**config.mk**
```make
export PLATFORM = sky130hd
export DESIGN_NAME = multicycle_ctrl
export DESIGN_NICKNAME = d
export VERILOG_FILES = /design/src/rtl/multicycle_ctrl.sv
export SDC_FILE = /design/constraint.sdc
export NUM_CORES = 1
export LEC_CHECK = 0
export ABC_CLOCK_PERIOD_IN_PS = 3400
export CAP_MARGIN = 10
export CORE_MARGIN = 2
export CORE_UTILIZATION = 40
export CTS_BUF_LIST = sky130_fd_sc_hd__clkbuf_4 sky130_fd_sc_hd__clkbuf_8 sky130_fd_sc_hd__clkbuf_16
export CTS_CLUSTER_DIAMETER = 100
export DETAILED_ROUTE_END_ITERATION = 8
export GPL_ROUTABILITY_DRIVEN = 0
export PLACE_DENSITY = 0.67
export SLEW_MARGIN = 25
export SYNTH_ARGS = -nofsm -noshare
export SYNTH_HDL_FRONTEND = slang
export SYNTH_SLANG_ARGS = --single-unit
```
**constraint.sdc**
```tcl
create_clock -name clk -period 3.4 [get_ports clk]
set_input_delay 1.02 -clock clk [delete_from_list [all_inputs] [get_ports clk]]
set_output_delay 1.02 -clock clk [all_outputs]
set_load 0.01 [all_outputs]
```
**src/rtl/multicycle_ctrl.sv**
```systemverilog
// Main control FSM of the multi-cycle RV64I core: sequences IF/ID/EX/MEM/WB over a
// shared ALU, handles variable-latency memory with a timeout and counts retirements.
module multicycle_ctrl #(
    parameter int unsigned CNT_W   = 64,
    parameter int unsigned TIMEOUT = 255
) (
    input  logic             clk,
    input  logic             rst_n,
    input  logic [6:0]       opcode,
    input  logic             branch_taken,
    input  logic             imem_ready,
    input  logic             dmem_ready,
    output logic             imem_req,
    output logic             ir_write,
    output logic             pc_write,
    output logic [1:0]       pc_src,
    output logic [1:0]       alu_src_a,
    output logic [1:0]       alu_src_b,
    output logic [1:0]       alu_op,
    output logic [2:0]       imm_sel,
    output logic             dmem_rd,
    output logic             dmem_wr,
    output logic             reg_write,
    output logic [1:0]       wb_sel,
    output logic             illegal,
    output logic             bus_err,
    output logic [CNT_W-1:0] instret
);

    localparam int unsigned WW = (TIMEOUT > 1) ? $clog2(TIMEOUT + 1) : 1;

    typedef enum logic [2:0] {S_IF, S_ID, S_EX, S_MEM, S_WB, S_TRAP} state_t;
    typedef enum logic [3:0] {C_NONE, C_R, C_OPI, C_LD, C_ST, C_BR, C_JAL, C_JALR, C_AUIPC, C_ILL} cls_t;

    function automatic cls_t decode(input logic [6:0] op);
        case (op)
            7'b0110011: return C_R;
            7'b0010011: return C_OPI;
            7'b0000011: return C_LD;
            7'b0100011: return C_ST;
            7'b1100011: return C_BR;
            7'b1101111: return C_JAL;
            7'b1100111: return C_JALR;
            7'b0010111: return C_AUIPC;
            default:    return C_ILL;
        endcase
    endfunction

    function automatic logic [2:0] imm_of(input cls_t c);
        case (c)
            C_OPI, C_LD, C_JALR: return 3'd0;
            C_ST:                return 3'd1;
            C_BR:                return 3'd2;
            C_AUIPC:             return 3'd3;
            C_JAL:               return 3'd4;
            default:             return 3'd7;
        endcase
    endfunction

    state_t           state_q, state_d;
    cls_t             cls_q, cls_d, dec_cls_s;
    logic [WW-1:0]    wait_q, wait_d;
    logic [CNT_W-1:0] instret_q, instret_d;
    logic             illegal_q, illegal_d, bus_err_q, bus_err_d;
    logic             timeout_s, retire_s;
    logic             imem_req_s, ir_write_s, pc_write_s, dmem_rd_s, dmem_wr_s, reg_write_s;
    logic [1:0]       pc_src_s, alu_src_a_s, alu_src_b_s, alu_op_s, wb_sel_s;
    logic [2:0]       imm_sel_s;

    assign dec_cls_s = decode(opcode);
    // A ready on the last permitted wait cycle still wins, so trap only with ready low here.
    assign timeout_s = (TIMEOUT != 0) && (wait_q == WW'(TIMEOUT - 1));

    // Next-state, control strobes and retire decision for the current phase.
    always_comb begin
        state_d     = state_q;
        cls_d       = cls_q;
        wait_d      = '0;
        illegal_d   = illegal_q;
        bus_err_d   = bus_err_q;
        retire_s    = 1'b0;
        imem_req_s  = 1'b0;
        ir_write_s  = 1'b0;
        pc_write_s  = 1'b0;
        pc_src_s    = 2'd0;
        alu_src_a_s = 2'd0;
        alu_src_b_s = 2'd0;
        alu_op_s    = 2'd0;
        imm_sel_s   = 3'd7;
        dmem_rd_s   = 1'b0;
        dmem_wr_s   = 1'b0;
        reg_write_s = 1'b0;
        wb_sel_s    = 2'd0;
        case (state_q)
            S_IF: begin
                imem_req_s  = 1'b1;
                alu_src_a_s = 2'd2;
                alu_src_b_s = 2'd2;
                if (imem_ready) begin
                    ir_write_s = 1'b1;
                    pc_write_s = 1'b1;
                    state_d    = S_ID;
                end else if (timeout_s) begin
                    bus_err_d = 1'b1;
                    state_d   = S_TRAP;
                end else begin
                    wait_d = wait_q + WW'(1);
                end
            end
            S_ID: begin
                cls_d       = dec_cls_s;
                imm_sel_s   = imm_of(dec_cls_s);
                alu_src_a_s = 2'd1;
                alu_src_b_s = 2'd1;
                if (dec_cls_s == C_ILL) begin
                    illegal_d = 1'b1;
                    state_d   = S_TRAP;
                end else begin
                    state_d = S_EX;
                end
            end
            S_EX: begin
                imm_sel_s = imm_of(cls_q);
                case (cls_q)
                    C_R: begin
                        alu_op_s = 2'd2;
                        state_d  = S_WB;
                    end
                    C_OPI: begin
                        alu_src_b_s = 2'd1;
                        alu_op_s    = 2'd2;
                        state_d     = S_WB;
                    end
                    C_LD, C_ST: begin
                        alu_src_b_s = 2'd1;
                        state_d     = S_MEM;
                    end
                    C_BR: begin
                        alu_op_s = 2'd1;
                        if (branch_taken) begin
                            pc_write_s = 1'b1;
                            pc_src_s   = 2'd1;
                        end else begin
                            pc_write_s = 1'b0;
                        end
                        retire_s = 1'b1;
                        state_d  = S_IF;
                    end
                    C_JAL: begin
                        pc_write_s = 1'b1;
                        pc_src_s   = 2'd1;
                        state_d    = S_WB;
                    end
                    C_JALR: begin
                        alu_src_b_s = 2'd1;
                        pc_write_s  = 1'b1;
                        state_d     = S_WB;
                    end
                    C_AUIPC: begin
                        alu_src_a_s = 2'd1;
                        alu_src_b_s = 2'd1;
                        state_d     = S_WB;
                    end
                    default: state_d = S_TRAP;
                endcase
            end
            S_MEM: begin
                dmem_rd_s = (cls_q == C_LD);
                dmem_wr_s = (cls_q == C_ST);
                if (dmem_ready) begin
                    if (cls_q == C_ST) begin
                        retire_s = 1'b1;
                        state_d  = S_IF;
                    end else begin
                        state_d = S_WB;
                    end
                end else if (timeout_s) begin
                    bus_err_d = 1'b1;
                    state_d   = S_TRAP;
                end else begin
                    wait_d = wait_q + WW'(1);
                end
            end
            S_WB: begin
                reg_write_s = 1'b1;
                if (cls_q == C_LD) begin
                    wb_sel_s = 2'd1;
                end else if ((cls_q == C_JAL) || (cls_q == C_JALR)) begin
                    wb_sel_s = 2'd2;
                end else begin
                    wb_sel_s = 2'd0;
                end
                retire_s = 1'b1;
                state_d  = S_IF;
            end
            S_TRAP:  state_d = S_TRAP;
            default: state_d = S_TRAP;
        endcase
        if (retire_s) begin
            instret_d = instret_q + CNT_W'(1);
        end else begin
            instret_d = instret_q;
        end
    end

    // State, latched class, wait counter, sticky flags and retire counter.
    always_ff @(posedge clk) begin
        if (!rst_n) begin
            state_q   <= S_IF;
            cls_q     <= C_NONE;
            wait_q    <= '0;
            instret_q <= '0;
            illegal_q <= 1'b0;
            bus_err_q <= 1'b0;
        end else begin
            state_q   <= state_d;
            cls_q     <= cls_d;
            wait_q    <= wait_d;
            instret_q <= instret_d;
            illegal_q <= illegal_d;
            bus_err_q <= bus_err_d;
        end
    end

    // Everything reads as idle while reset is held, even before the first edge.
    assign imem_req  = rst_n & imem_req_s;
    assign ir_write  = rst_n & ir_write_s;
    assign pc_write  = rst_n & pc_write_s;
    assign pc_src    = rst_n ? pc_src_s    : 2'd0;
    assign alu_src_a = rst_n ? alu_src_a_s : 2'd0;
    assign alu_src_b = rst_n ? alu_src_b_s : 2'd0;
    assign alu_op    = rst_n ? alu_op_s    : 2'd0;
    assign imm_sel   = rst_n ? imm_sel_s   : 3'd7;
    assign dmem_rd   = rst_n & dmem_rd_s;
    assign dmem_wr   = rst_n & dmem_wr_s;
    assign reg_write = rst_n & reg_write_s;
    assign wb_sel    = rst_n ? wb_sel_s    : 2'd0;
    assign illegal   = rst_n & illegal_q;
    assign bus_err   = rst_n & bus_err_q;
    assign instret   = rst_n ? instret_q   : '0;

endmodule

```
==> impl_metrics.env <==
export IMPL_cts_root_buffer="clkbuf_16"
export IMPL_slowest_delay_ns=0.51
export IMPL_netlist_instances=645
export IMPL_io_buffers=95
export IMPL_htreeDepth=3
export IMPL_final_setup_viol_count=0
export IMPL_p_leak_nw=2.14
export IMPL_grt_overflow=0
export IMPL_ys_top_cells_by_count="81 x dfxtp_1, 62 x nor2_1, 61 x and2_1, 60 x a21oi_1, 34 x clkbuf_1"
export IMPL_ant_nets=0
export IMPL_required_ns=2.38
export IMPL_final_util_pct=54.5
export IMPL_synthesis_nets=660
export IMPL_via_count=5228
export IMPL_drtPass1Iterations=4
export IMPL_final_setup_tns_ns=0
export IMPL_track_usage_pct=21.4
export IMPL_synth_compound_area_share_pct=20.6
export IMPL_hold_violations=0
export IMPL_seq_area_sq_mm=0.00162
export IMPL_synth_ff_type="dfxtp_1"
export IMPL_hold_ws_ns=0.456
export IMPL_yosysSeqAreaShare_pct=32.6
export IMPL_synth_simple_area_share_pct=36.0
export IMPL_grt_max_degree=49
export IMPL_clk_path_buf_depth=2
export IMPL_synth_fa_ha_area_share_pct=0.755
export IMPL_drt_iter0_drc=364
export IMPL_async_flop_share_pct=0
export IMPL_area_delta_synth_final_pct=32.2
export IMPL_wl_met3_um=517
export IMPL_syn_cell_area_sq_mm=0.00497
export IMPL_avgSynthCellArea_sq_um=7.71
export IMPL_crit_chain="clkdlybuf4s50_1 -> nand2_4 -> o21ai_2 -> o31ai_2 -> a311o_1 -> buf_2"
export IMPL_critPathLaunchType="input pin"
export IMPL_period_share_pct=99.0
export IMPL_ios=97
export IMPL_synth_cell_types=62
export IMPL_dieArea_sq_mm=0.0133
export IMPL_status="finished, final reports clean"
export IMPL_drc=0
export IMPL_antenna_found_initial=0
export IMPL_cp_slowest_cell="clkdlybuf4s50_1"
export IMPL_route_met2_wl_um=6860
export IMPL_powerDensity_mw_per_mm2=362
export IMPL_vias_per_cell=5.71
export IMPL_synth_edf_count=0
export IMPL_fin_nets=757
export IMPL_fp_coreArea_sq_mm=0.0121
export IMPL_fmax_mhz=297
export IMPL_yosysMostFrequentCell="dfxtp_1"
export IMPL_clock_sinks=81
export IMPL_grt_first_pass_wirelength_um=23300
export IMPL_antenna_cells=0
export IMPL_routedLengthMet1_um=6380
export IMPL_yosysTopAreaCell="dfxtp_1"
export IMPL_ir_drop_uv=196
export IMPL_wl_per_cell_um=15.3
export IMPL_synth_top_family_by_area="simple AND/OR/NAND/NOR gates"
export IMPL_core_rowCount=40
export IMPL_start_util_pct=41.2
export IMPL_fillers=1108
export IMPL_cts_tree="done"
export IMPL_synth_area_top_cells="dfxtp_1 33%, and2_1 7.7%, a21oi_1 6.0%"
export IMPL_period_minus_slack_ns=3.37
export IMPL_hold_path_class="reg -> reg"
export IMPL_dp_hpwl_um=10000
export IMPL_cp_end_kind="output port"
export IMPL_cp_arrival_ns=2.35
export IMPL_critical_path_max_fanout=5
export IMPL_top_layer="met4"
export IMPL_dp_cells=895
export IMPL_fin_skew_ns=0.00618
export IMPL_wirelength_um=14000
export IMPL_layout_drive_gt1_share_pct=11.2
export IMPL_die_w_um=115
export IMPL_synth_xor_area_share_pct=4.93
export IMPL_tightest_slew_ns=0.730
export IMPL_die_height_um=115
export IMPL_slew_violations=0
export IMPL_crit_path_start="opcode[1]"
export IMPL_ys_seq_elements=81
export IMPL_grt_pass1_vias=4829
export IMPL_synthMuxAreaShare_pct=0.201
export IMPL_rr_startpoint="state_q[1]$_SDFF_PN0_"
export IMPL_relSlewSlack_pct=51.0
export IMPL_min_from="bus_err_q$_SDFFE_PN0P_"
export IMPL_ys_warn_count=0
export IMPL_multi_input_area_sq_mm=0.00317
export IMPL_layout_cells_non_filler=915
export IMPL_crit_type="in -> out"
export IMPL_cts_buffers=9
export IMPL_clkSlewWorstSetupHoldPaths_ns=0.06
export IMPL_insertion_delay_ns=0.34
export IMPL_synth_top_area_share_pct=32.6
export IMPL_maxCapViolCount=0
export IMPL_postCtsHoldBufs=0
[routing by layer]
| metal | up-vias | GRT usage, % |
|---|---|---|
| met4 | 0 | 8.35 |
| li1 | 2576 | - |
| met3 | 26 | 2.46 |
| met2 | 144 | 36.1 |
| met5 | - | 0 |
| met1 | 2482 | 28.0 |
[worst max-delay path: cells and delay by family]
family          cells  cell delay [ns]
buf+inv             2             0.65
compound gates      3             0.59
simple gates        1             0.09
[through the flow]
stage	cell area, sq um	total power (W)	setup WS, ns
CTS	6540	0.00237	-0.0258
finish	6570	0.00238	0.0345
detailed placement	6190	0.00137	-0.708
global placement	6190	0.00136	-0.667
global route	6570	0.00246	-0.0147
floorplan	4970	0.00122	0.179
[cell families (layout without fill, tap and decap cells)]
logic type / count (synthesis) / count (layout)
muxes: 1 / 1
adders and majority gates: 3 / 3
DFF: 81 / 81
other: 1 / 1
buffers and inverters: 59 / 161
and+or+nand+nor: 313 / 313
xor gates and xnor gates: 28 / 28
AOI/OAI and AO/OA: 159 / 159
[registers in the layout, summed over array words and instances, names as in the netlist]
name / count
bus_err_q: 1
cls_q: 4
illegal_q: 1
instret_q: 64
state_q: 3
wait_q: 8
[repair_timing]
| item | 4_1_cts | 5_1_grt |
|---|---|---|
| pin swaps | 7 | 5 |
| endpoints found under the setup margin | 5 | 3 |
| buffers inserted | 3 | 1 |
| cloned | 0 | 0 |
| resized for setup | 29 | 14 |
[layout make-up]
| type | count | area share (%) |
|---|---|---|
| tap | 168 | 3.20 |
| multi-input combinational | 505 | 48.3 |
| inverter | 15 | 0.857 |
| timing repair buffer | 130 | 18.2 |
| clock inverter | 4 | 0.743 |
| sequential | 81 | 24.7 |
| clock buffer | 12 | 4.06 |
[placed cells by master (no fill, tap or decap), types with 6 or more instances in the layout]
| master | count |
|---|---|
| nand4_1 | 21 |
| inv_1 | 14 |
| nand3_1 | 28 |
| xnor2_1 | 18 |
| or4_1 | 22 |
| buf_4 | 33 |
| and4_1 | 9 |
| o31ai_1 | 22 |
| and2_1 | 61 |
| a211oi_1 | 6 |
| and3_1 | 17 |
| nor3_1 | 13 |
| xor2_1 | 10 |
| a21oi_1 | 59 |
| nor2b_1 | 6 |
| or3_1 | 13 |
| clkdlybuf4s50_1 | 86 |
| nand4b_1 | 6 |
| nor2_1 | 58 |
| dfxtp_1 | 81 |
| o21ai_0 | 23 |
| nand2_1 | 31 |
| a2111oi_0 | 9 |
| clkbuf_16 | 9 |
[path summary, 6_finish.rpt]
path / to / slack [ns] / cells after the start
worst max register to register: instret_q[33]$_SDFFE_PN0P_ / 0.79 / 5
worst max-delay path: imm_sel[2] / 0.03 / 6
worst min-delay path: bus_err_q$_SDFFE_PN0P_ / 0.46 / 1
worst min register to register: bus_err_q$_SDFFE_PN0P_ / 0.46 / 1
[power by group]
part / internal (W) / switching [W]
Sequential: 0.000970 / 0.0000202
Clock: 0.000629 / 0.000390
Combinational: 0.000159 / 0.000209
Total: 0.00176 / 0.000619
Note: power is estimated with default switching activity, not from simulation.
